===== src/rtl/output_writeback.sv =====
// Result writeback: captures per-PE results into one pending slot per PE, drains them
// one per cycle through a round-robin arbiter into the result memory, and signals
// completion once N*N results have been written.
module output_writeback #(
    parameter int unsigned ROWS         = 4,
    parameter int unsigned COLS         = 4,
    parameter int unsigned MAX_N        = 16,
    parameter int unsigned N_BITS       = $clog2(MAX_N + 1),
    parameter int unsigned DATA_W       = 32,
    parameter int unsigned ADDR_BITS    = $clog2(MAX_N * MAX_N),
    parameter int unsigned STALL_THRESH = 8
) (
    input  logic                                 clk,
    input  logic                                 reset,
    input  logic                                 start,
    input  logic [N_BITS-1:0]                    mat_size,
    input  logic [ROWS*COLS-1:0]                 pe_valid,
    input  logic [ROWS*COLS-1:0][N_BITS-1:0]     pe_row,
    input  logic [ROWS*COLS-1:0][N_BITS-1:0]     pe_col,
    input  logic [ROWS*COLS-1:0][DATA_W-1:0]     pe_data,
    output logic                                 stall,
    output logic                                 mem_we,
    output logic [ADDR_BITS-1:0]                 mem_addr,
    output logic [DATA_W-1:0]                    mem_wdata,
    output logic                                 busy,
    output logic                                 done,
    output logic                                 overflow_err
);

    localparam int unsigned NPE   = ROWS * COLS;
    localparam int unsigned PTR_W = (NPE > 1) ? $clog2(NPE) : 1;
    localparam int unsigned CNT_W = $clog2(MAX_N * MAX_N + 1);
    localparam int unsigned OCC_W = $clog2(NPE + 1);

    localparam logic [1:0] StIdle = 2'd0;
    localparam logic [1:0] StRun  = 2'd1;
    localparam logic [1:0] StDone = 2'd2;

    logic [1:0]                   state_q, state_d;
    logic [N_BITS-1:0]            n_q, n_d;
    logic [CNT_W-1:0]             wcount_q, wcount_d;
    logic [PTR_W-1:0]             ptr_q, ptr_d;
    logic [NPE-1:0]               occ_q, occ_d;
    logic [NPE-1:0][N_BITS-1:0]   row_q, row_d;
    logic [NPE-1:0][N_BITS-1:0]   col_q, col_d;
    logic [NPE-1:0][DATA_W-1:0]   data_q, data_d;
    logic                         ovf_q, ovf_d;
    logic                         stall_q, stall_d;
    logic                         we_q, we_d;
    logic [ADDR_BITS-1:0]         addr_q, addr_d;
    logic [DATA_W-1:0]            wdata_q, wdata_d;

    logic                         start_ok;
    logic [CNT_W-1:0]             n_sq;
    logic [CNT_W-1:0]             committed;
    logic                         gnt_valid;
    logic [PTR_W-1:0]             gnt_idx;
    int unsigned                  scan_idx;
    logic [OCC_W-1:0]             occ_cnt;

    assign start_ok  = (state_q == StIdle) && start && (mat_size != '0) &&
                       (32'(mat_size) <= MAX_N);
    assign n_sq      = CNT_W'(n_q) * CNT_W'(n_q);
    // Writes already issued: counted ones plus the one on the memory port now.
    assign committed = wcount_q + CNT_W'(we_q);

    // Round-robin grant: first occupied slot at or after the pointer, wrapping.
    always_comb begin
        gnt_valid = 1'b0;
        gnt_idx   = '0;
        scan_idx  = 0;
        for (int i = 0; i < NPE; i++) begin
            scan_idx = (int'(ptr_q) + i) % NPE;
            if (!gnt_valid && occ_q[PTR_W'(scan_idx)]) begin
                gnt_valid = 1'b1;
                gnt_idx   = PTR_W'(scan_idx);
            end
        end
        // Never issue more than N*N writes, so duplicates cannot overrun the count.
        if (state_q != StRun || committed >= n_sq) begin
            gnt_valid = 1'b0;
        end
    end

    // Control FSM and write counter.
    always_comb begin
        state_d  = state_q;
        n_d      = n_q;
        wcount_d = wcount_q;
        case (state_q)
            StIdle: begin
                if (start_ok) begin
                    state_d  = StRun;
                    n_d      = mat_size;
                    wcount_d = '0;
                end
            end
            StRun: begin
                if (we_q) begin
                    wcount_d = wcount_q + CNT_W'(1);
                    if (wcount_d == n_sq) begin
                        state_d = StDone;
                    end
                end
            end
            StDone:  state_d = StIdle;
            default: state_d = StIdle;
        endcase
    end

    // Slot capture/drain, overrun detection and arbiter pointer.
    always_comb begin
        occ_d  = occ_q;
        row_d  = row_q;
        col_d  = col_q;
        data_d = data_q;
        ovf_d  = ovf_q;
        ptr_d  = ptr_q;
        if (state_q == StRun) begin
            if (gnt_valid) begin
                occ_d[gnt_idx] = 1'b0;
                ptr_d = (gnt_idx == PTR_W'(NPE - 1)) ? '0 : gnt_idx + 1'b1;
            end
            for (int k = 0; k < NPE; k++) begin
                // Out-of-range coordinates are edge-block padding and vanish silently.
                if (pe_valid[k] && (pe_row[k] < n_q) && (pe_col[k] < n_q)) begin
                    if (occ_q[k] && !(gnt_valid && gnt_idx == PTR_W'(k))) begin
                        ovf_d = 1'b1;
                    end else begin
                        occ_d[k]  = 1'b1;
                        row_d[k]  = pe_row[k];
                        col_d[k]  = pe_col[k];
                        data_d[k] = pe_data[k];
                    end
                end
            end
        end
        if (start_ok) begin
            occ_d = '0;
            ovf_d = 1'b0;
        end
        // Leftovers (duplicate coordinates) are discarded once the matrix is complete.
        if (state_d == StDone) begin
            occ_d = '0;
        end
    end

    // Registered memory port and stall.
    always_comb begin
        we_d    = gnt_valid;
        addr_d  = addr_q;
        wdata_d = wdata_q;
        if (gnt_valid) begin
            addr_d  = ADDR_BITS'(row_q[gnt_idx]) * ADDR_BITS'(n_q) +
                      ADDR_BITS'(col_q[gnt_idx]);
            wdata_d = data_q[gnt_idx];
        end
        occ_cnt = '0;
        for (int k = 0; k < NPE; k++) begin
            occ_cnt = occ_cnt + OCC_W'(occ_d[k]);
        end
        stall_d = (state_d != StIdle) && (32'(occ_cnt) >= STALL_THRESH);
    end

    // State registers with synchronous reset.
    always_ff @(posedge clk) begin
        if (reset) begin
            state_q  <= StIdle;
            n_q      <= '0;
            wcount_q <= '0;
            ptr_q    <= '0;
            occ_q    <= '0;
            row_q    <= '0;
            col_q    <= '0;
            data_q   <= '0;
            ovf_q    <= 1'b0;
            stall_q  <= 1'b0;
            we_q     <= 1'b0;
            addr_q   <= '0;
            wdata_q  <= '0;
        end else begin
            state_q  <= state_d;
            n_q      <= n_d;
            wcount_q <= wcount_d;
            ptr_q    <= ptr_d;
            occ_q    <= occ_d;
            row_q    <= row_d;
            col_q    <= col_d;
            data_q   <= data_d;
            ovf_q    <= ovf_d;
            stall_q  <= stall_d;
            we_q     <= we_d;
            addr_q   <= addr_d;
            wdata_q  <= wdata_d;
        end
    end

    assign stall        = stall_q;
    assign mem_we       = we_q;
    assign mem_addr     = addr_q;
    assign mem_wdata    = wdata_q;
    assign busy         = (state_q != StIdle);
    assign done         = (state_q == StDone);
    assign overflow_err = ovf_q;

endmodule


===== config.mk =====
export PLATFORM = sky130hd
export DESIGN_NAME = output_writeback
export DESIGN_NICKNAME = d
export VERILOG_FILES = /design/src/rtl/output_writeback.sv
export SDC_FILE = /design/constraint.sdc
export NUM_CORES = 2
export LEC_CHECK = 0
export CELL_PAD_IN_SITES_DETAIL_PLACEMENT = 0
export CELL_PAD_IN_SITES_GLOBAL_PLACEMENT = 1
export CORE_UTILIZATION = 35
export DETAILED_ROUTE_END_ITERATION = 10
export PLACE_DENSITY_LB_ADDON = 0.12
export SYNTH_ARGS = -nofsm -noshare
export SYNTH_HDL_FRONTEND = slang
export SYNTH_SLANG_ARGS = --single-unit

===== constraint.sdc =====
create_clock -name clk -period 12.57 [get_ports clk]
set_input_delay 2.514 -clock clk [delete_from_list [all_inputs] [get_ports clk]]
set_output_delay 2.514 -clock clk [all_outputs]
set_load 0.02 [all_outputs]

# == Word-level counts from Yosys, hierarchy flattened ==
# Index checks and enable logic that the tools add are counted.
# totals
reg_bits,751
in_bits,696
out_inout_bits,45
word_cells,483
# op_classes
addsub,34
n_mul,2
n_lt_le_gt_ge,53
n_eq_ne,22
muxes,154
bitwise_logic,18
n_reduce_logical,142
# op_table
operator,count
5-bit less-than comparator,32
32-bit binary-select mux with 4-bit select,1
1-bit 2-to-1 mux,103
4-bit by 5-bit less-than comparator with 1-bit output (second input constant),17
1-bit logical AND,84
4-bit 2-to-1 mux,17
1-bit binary-select mux with 4-bit select,16
16-bit 2-to-1 mux,4
5-bit by 1-bit adder with 5-bit output,11
3-bit AND reduction,17
5-bit binary-select mux with 4-bit select,2
4-bit adder (second input constant),8
4-bit equality test (second input constant),8
32-bit 2-to-1 mux,1
1-bit zero test,31
9-bit 2-to-1 mux,2
9-bit case mux with 2 select lines,1
4-bit by 3-bit adder with 4-bit output (second input constant),4
16-bit bitwise AND,1
4-bit by 3-bit equality test with 1-bit output (second input constant),4
1-bit NOT,16
16-bit NOT,1
5-bit 2-to-1 mux,2
9-bit by 1-bit adder with 9-bit output,1
31 further kinds,41

# == Longest topological paths before layout ==
# logic_depth
word_depth,89
depth_mapped,39
mapped_depth_nobuf,32

# == Least setup slack after synthesis ==
# Ideal clock, no wire load.
# synth_timing
path_type,reg2reg
startpoint,register ptr_q[1]
endpoint,"register stall_q, in the netlist stall"
setup_time_ps,58
arrival_time_ps,9237
required_ps,12512
slack_ps,3275
path_stages_with_launch,36
path_buffers,8
period_less_slack_ps,9295
path_cell_list,dfxtp_1 -> buf_2 -> buf_1 -> clkbuf_1 -> inv_1 -> ha_1 -> buf_6 -> buf_6 -> mux2_1 -> mux2_2 -> mux4_2 -> or3_4 -> nor4_4 -> and3_1 -> nand3_2 -> or3_4 -> nand2_4 -> buf_2 -> buf_2 -> buf_1 -> ha_1 -> nand2_1 -> o21ai_0 -> inv_1 -> o21ai_0 -> fa_1 -> fa_1 -> fa_1 -> fa_1 -> inv_1 -> ha_1 -> inv_1 -> fa_1 -> and2_1 -> a31oi_1 -> o22a_1
# synth_via
elab_chain_len,77
elab_cells_between_ends,234
classes_between,add/sub (30); order compare (3); eq/ne (15); mux (103); bitwise (2); reduce/logical (81)
# synth_rtl
item,line,text
from (decl),42,"logic [PTR_W-1:0] ptr_q, ptr_d;"
from (signal assigned),185,ptr_q <= ptr_d;
branches (longest 57 deep; another with 4-bit by 1-bit adder with 4-bit output),n/a,
16-bit 2-to-1 mux (*),119,if (state_q == StRun) begin
16-bit 2-to-1 mux (*),138,if (start_ok) begin
16-bit 2-to-1 mux (*),143,if (state_d == StDone) begin
1-bit by 1-bit adder with 2-bit output,160,occ_cnt = occ_cnt + OCC_W'(occ_d[k]);
2-bit by 1-bit adder with 3-bit output,160,
3-bit by 1-bit adder with 4-bit output,160,
4-bit by 1-bit adder with 5-bit output,160,
5-bit by 1-bit adder with 5-bit output (10 in a row),160,
5-bit by 1-bit adder with 5-bit output (*),160,
5-bit by 4-bit greater-or-equal comparator with 1-bit output (*),162,stall_d = (state_d != StIdle) && (32'(occ_cnt) >= STALL_THRESH);
1-bit logical AND (*),162,
to (signal assigned),191,stall_q <= stall_d;
to (decl),48,"logic stall_q, stall_d;"
# Every way passes the cells marked *. The select of a mux whose other input is x is not followed.
# A chain may end at the register's enable or synchronous reset.

# == Worst setup path after layout ==
# layout_timing
startpoint,register ptr_q[0]
endpoint,"register addr_q[7], in the netlist mem_addr[7]"
# layout_via
elab_chain_len,52
elab_cells_between_ends,116
classes_between,add/sub (16); mul (1); mux (69); reduce/logical (30)
# layout_rtl
item,line,text
branches (longest 52 deep; another with 4-bit by 1-bit adder with 4-bit output),n/a,
to (signal assigned),193,addr_q <= addr_d;
to (decl),50,"logic [ADDR_BITS-1:0] addr_q, addr_d;"
# Several ways; the timed one is not identified. The select of a mux whose other input is x is not followed.

==> impl_metrics.env <==
export IMPL_die_area_um2=116000
export IMPL_max_slew_margin_rel=0.0278
export IMPL_ys_ff_latch=751
export IMPL_cp_required_ps=13170
export IMPL_ys_flop_type="dfxtp_1"
export IMPL_area_growth_pct=28.5
export IMPL_rsz0062_at_grt="false"
export IMPL_antenna_found_initial=29
export IMPL_critPathMaxStageDelay_ps=1020
export IMPL_numClockSinks=751
export IMPL_critical_path_slowest_cell="ha_1"
export IMPL_dp_hpwl_um=140000
export IMPL_clk_latency_ps=700
export IMPL_gp_congestion=0.940
export IMPL_post_route_min_period_ps=10630
export IMPL_ant_nets=0
export IMPL_crit_arrival_ps=11230
export IMPL_track_usage=0.316
export IMPL_critPathBufInv=3
export IMPL_cp_end_kind="register"
export IMPL_yosysWarnings=0
export IMPL_instances_no_fill=7308
export IMPL_grt_pass1_wl_um=270000
export IMPL_ctsLongestPathBuffers=3
export IMPL_criticalPathCategory="register to register"
export IMPL_syn_area_um2=40300
export IMPL_initial_core_util=0.353
export IMPL_syn_num_nets=6081
export IMPL_synth_cells=5182
export IMPL_die_x_um=341
export IMPL_portBuffers=740
export IMPL_crit_fanout=31
export IMPL_maxCapViolCount=0
export IMPL_drt_total_wl_um=190000
export IMPL_syn_avg_cell_area_um2=7.77
export IMPL_cts_resized=0
export IMPL_tightestPinTransition_ps=1440
export IMPL_r2r_setup_slack_ps=1940
export IMPL_finalNetCount=6602
export IMPL_fin_skew_ps=32.2
export IMPL_setup_violations=0
export IMPL_die_h_um=341
export IMPL_finalCritPeriodShare=0.846
export IMPL_cts_root_buf="clkbuf_16"
export IMPL_ys_seq_area_frac=0.373
export IMPL_p_per_area_nw_per_um2=119
export IMPL_worstSetupPathDepth=28
export IMPL_r2r_cells=28
export IMPL_drtIter0Drc=3128
export IMPL_synth_cell_types=83
export IMPL_numCtsBuffers=90
export IMPL_via_per_inst=5.41
export IMPL_drv_slew=0
export IMPL_cp_startpoint="ptr_q[0]$_SDFFE_PP0P_"
export IMPL_cp_top_family="simple AND/OR/NAND/NOR gates"
export IMPL_ioPinCount=741
export IMPL_crit_path_end="mem_addr[7]$_SDFFE_PP0N_"
export IMPL_setup_tns_ps=0
export IMPL_drc=0
export IMPL_outcome="finished clean"
export IMPL_place_ws_ps=1930
export IMPL_leakage_nw=18.5
export IMPL_ys_async_sr_fraction=0
export IMPL_grt_overflow_total=0
export IMPL_cp_common_cell="fa_1"
export IMPL_worst_slack_ps=1940
export IMPL_r2r_end="mem_addr[7]$_SDFFE_PP0N_"
export IMPL_cts_clk_slew_worst_paths_ps=60
export IMPL_grt_pass1_vias=37900
export IMPL_hold_class="register to register"
export IMPL_h_tree_depth=3
export IMPL_holdWs_ps=451
export IMPL_hold_violations=0
export IMPL_wl_per_cell_um=26.0
export IMPL_start_kind="register"
export IMPL_rows=124
export IMPL_grt_max_degree=204
export IMPL_drive_gt1_frac=0.0648
export IMPL_ir_worst_vdd_uv=92.3
export IMPL_timing_rr_start="ptr_q[0]$_SDFFE_PP0P_"
export IMPL_synth_edff_count=0
export IMPL_cts_hold_buf=0
export IMPL_fmax_ghz=0.0941
export IMPL_cts_tree="yes"
export IMPL_drt_pass1_iterations=6
export IMPL_cts_setup_buffers=0
export IMPL_vias=39500
export IMPL_coreArea_um2=114000
export IMPL_dpl_cell_count=7123
## worst min path at each step
stage | startpoint | to | slack [ps] | depth (start not counted)
after floorplan | row_q[18]$_SDFFE_PP0P_ | row_q[18]$_SDFFE_PP0P_ | 430 | 2
after detailed placement | data_q[251]$_SDFFE_PP0P_ | data_q[251]$_SDFFE_PP0P_ | 440 | 2
after global routing | data_q[394]$_SDFFE_PP0P_ | data_q[394]$_SDFFE_PP0P_ | 470 | 2
after CTS | data_q[251]$_SDFFE_PP0P_ | data_q[251]$_SDFFE_PP0P_ | 450 | 2
final | data_q[182]$_SDFFE_PP0P_ | data_q[182]$_SDFFE_PP0P_ | 450 | 2
after global placement | data_q[97]$_SDFFE_PP0P_ | data_q[97]$_SDFFE_PP0P_ | 440 | 2
## routing by layer
layer | share of wire | track usage
met2 | 0.48 | 0.531
met4 | 0.041 | 0.129
met5 | 0.00037 | 0
met3 | 0.055 | 0.0438
met1 | 0.42 | 0.405
## registers in the layout, summed over array words and instances (netlist names)
signal        count
mem_wdata        32
wcount_q          9
occ_q            16
ptr_q             4
state_q           2
row_q            80
col_q            80
n_q               5
mem_we            1
mem_addr          8
stall             1
data_q          512
overflow_err      1
## power breakdown
group	switching [mW]	total, mW	internal [mW]
combinational	0.612	1.03	0.419
sequential	0.0196	2.42	2.40
clock	1.13	2.72	1.60
## worst reg2reg max path, delay by kind of cell, from the launching register on
family | cells | cell delay, ps
AND/OR/NAND/NOR | 10 | 3010
XOR/XNOR | 2 | 240
adder cells (fa/ha/maj) | 5 | 2810
buffers and inverters | 3 | 900
AO/OA/AOI/OAI | 5 | 1910
flip-flops | 1 | 310
multiplexers | 3 | 1360
## cells by family (layout without fill, tap and decap cells)
logic type               count (synthesis)  count (layout)  synth area share
adder cells (fa/ha/maj)                203             203            0.0679
AND/OR/NAND/NOR                       2162            2162             0.223
other                                    0              20                 0
buffers and inverters                  467            1061            0.0493
XOR/XNOR                                45              45           0.00997
flip-flops                             751             751             0.373
multiplexers                           356             356             0.103
AO/OA/AOI/OAI                         1198            1198             0.174
## cells in the mapped netlist, types with 4 or more instances
master        n  share of area
and3_1       70          0.011
a21oi_1     796          0.099
nor4b_1      16         0.0035
xnor2_1      28         0.0061
o311ai_0     25         0.0054
o211ai_1     43         0.0080
mux2i_1     260          0.065
a21o_1       45         0.0084
a311oi_1     17         0.0037
a31oi_1       6        0.00093
mux4_2       41          0.023
o2111ai_1     5         0.0011
inv_1        85         0.0079
nand4_1       5        0.00078
o21ai_0      82          0.010
clkbuf_1    212          0.020
a22oi_1       8         0.0015
nand3_1      62         0.0077
dfxtp_1     751           0.37
o21ai_1       7        0.00087
nor2b_1      55         0.0085
nor2_1       80         0.0075
a311o_1      27         0.0067
o22ai_1       4        0.00062
buf_1        15         0.0014
nand2b_1     51         0.0079
buf_4         8         0.0015
fa_1         26          0.013
nand2_1    1746           0.16
a41oi_1       4        0.00087
o22a_1        4        0.00087
a211oi_1     67          0.012
o21a_1       16         0.0030
nor4_1        9         0.0014
and2_1       30         0.0047
mux2_2       52          0.015
xor2_1       16         0.0035
ha_1        177          0.055
buf_2       143          0.018
nor3_1       15         0.0019
a31o_2        4        0.00087
## cells in the final DEF, fill, tap and decap left out, types with 11 or more instances in the layout
cell and instances:
nand2_1 1736, a21oi_1 795, dfxtp_1 749, clkdlybuf4s50_1 739, mux2i_1 260, ha_1 177, clkbuf_16 91, inv_1 84
o21ai_0 82, nor2_1 80, and3_1 70, a211oi_1 67, buf_4 67, nand3_1 62, mux2_2 52, nor2b_1 50
nand2b_1 47, a21o_1 44, o211ai_1 43, mux4_2 41, xnor2_1 28, a311o_1 27, fa_1 26, clkbuf_1 22
clkbuf_8 22, diode_2 20, and2_1 19, o311ai_0 18, a311oi_1 17, xor2_1 16, o21a_1 16, nor4b_1 16
nor3_1 15, clkinv_2 14, nand2_2 12, and2_2 11
## final cells by class
class	instances	area [um2]
well taps	1512	1890
repair buffers	810	7980
diodes	20	50.0
multi-input cells	3964	23400
fillers	11700	62400
flip-flops and latches	751	15000
clock buffers	135	2660
inverters	86	333
clock inverters	30	410
## metrics by stage
stage / util / total power, mW / cell area, um2
floorplan: - / 2.98 / 40300
global placement: 0.426 / 3.49 / 48600
detailed placement: 0.426 / 3.50 / 48600
CTS: 0.453 / 6.21 / 51700
global route: 0.453 / 6.37 / 51800
finish: 0.453 / 6.18 / 51800
Power figures use the tool's default switching activity.
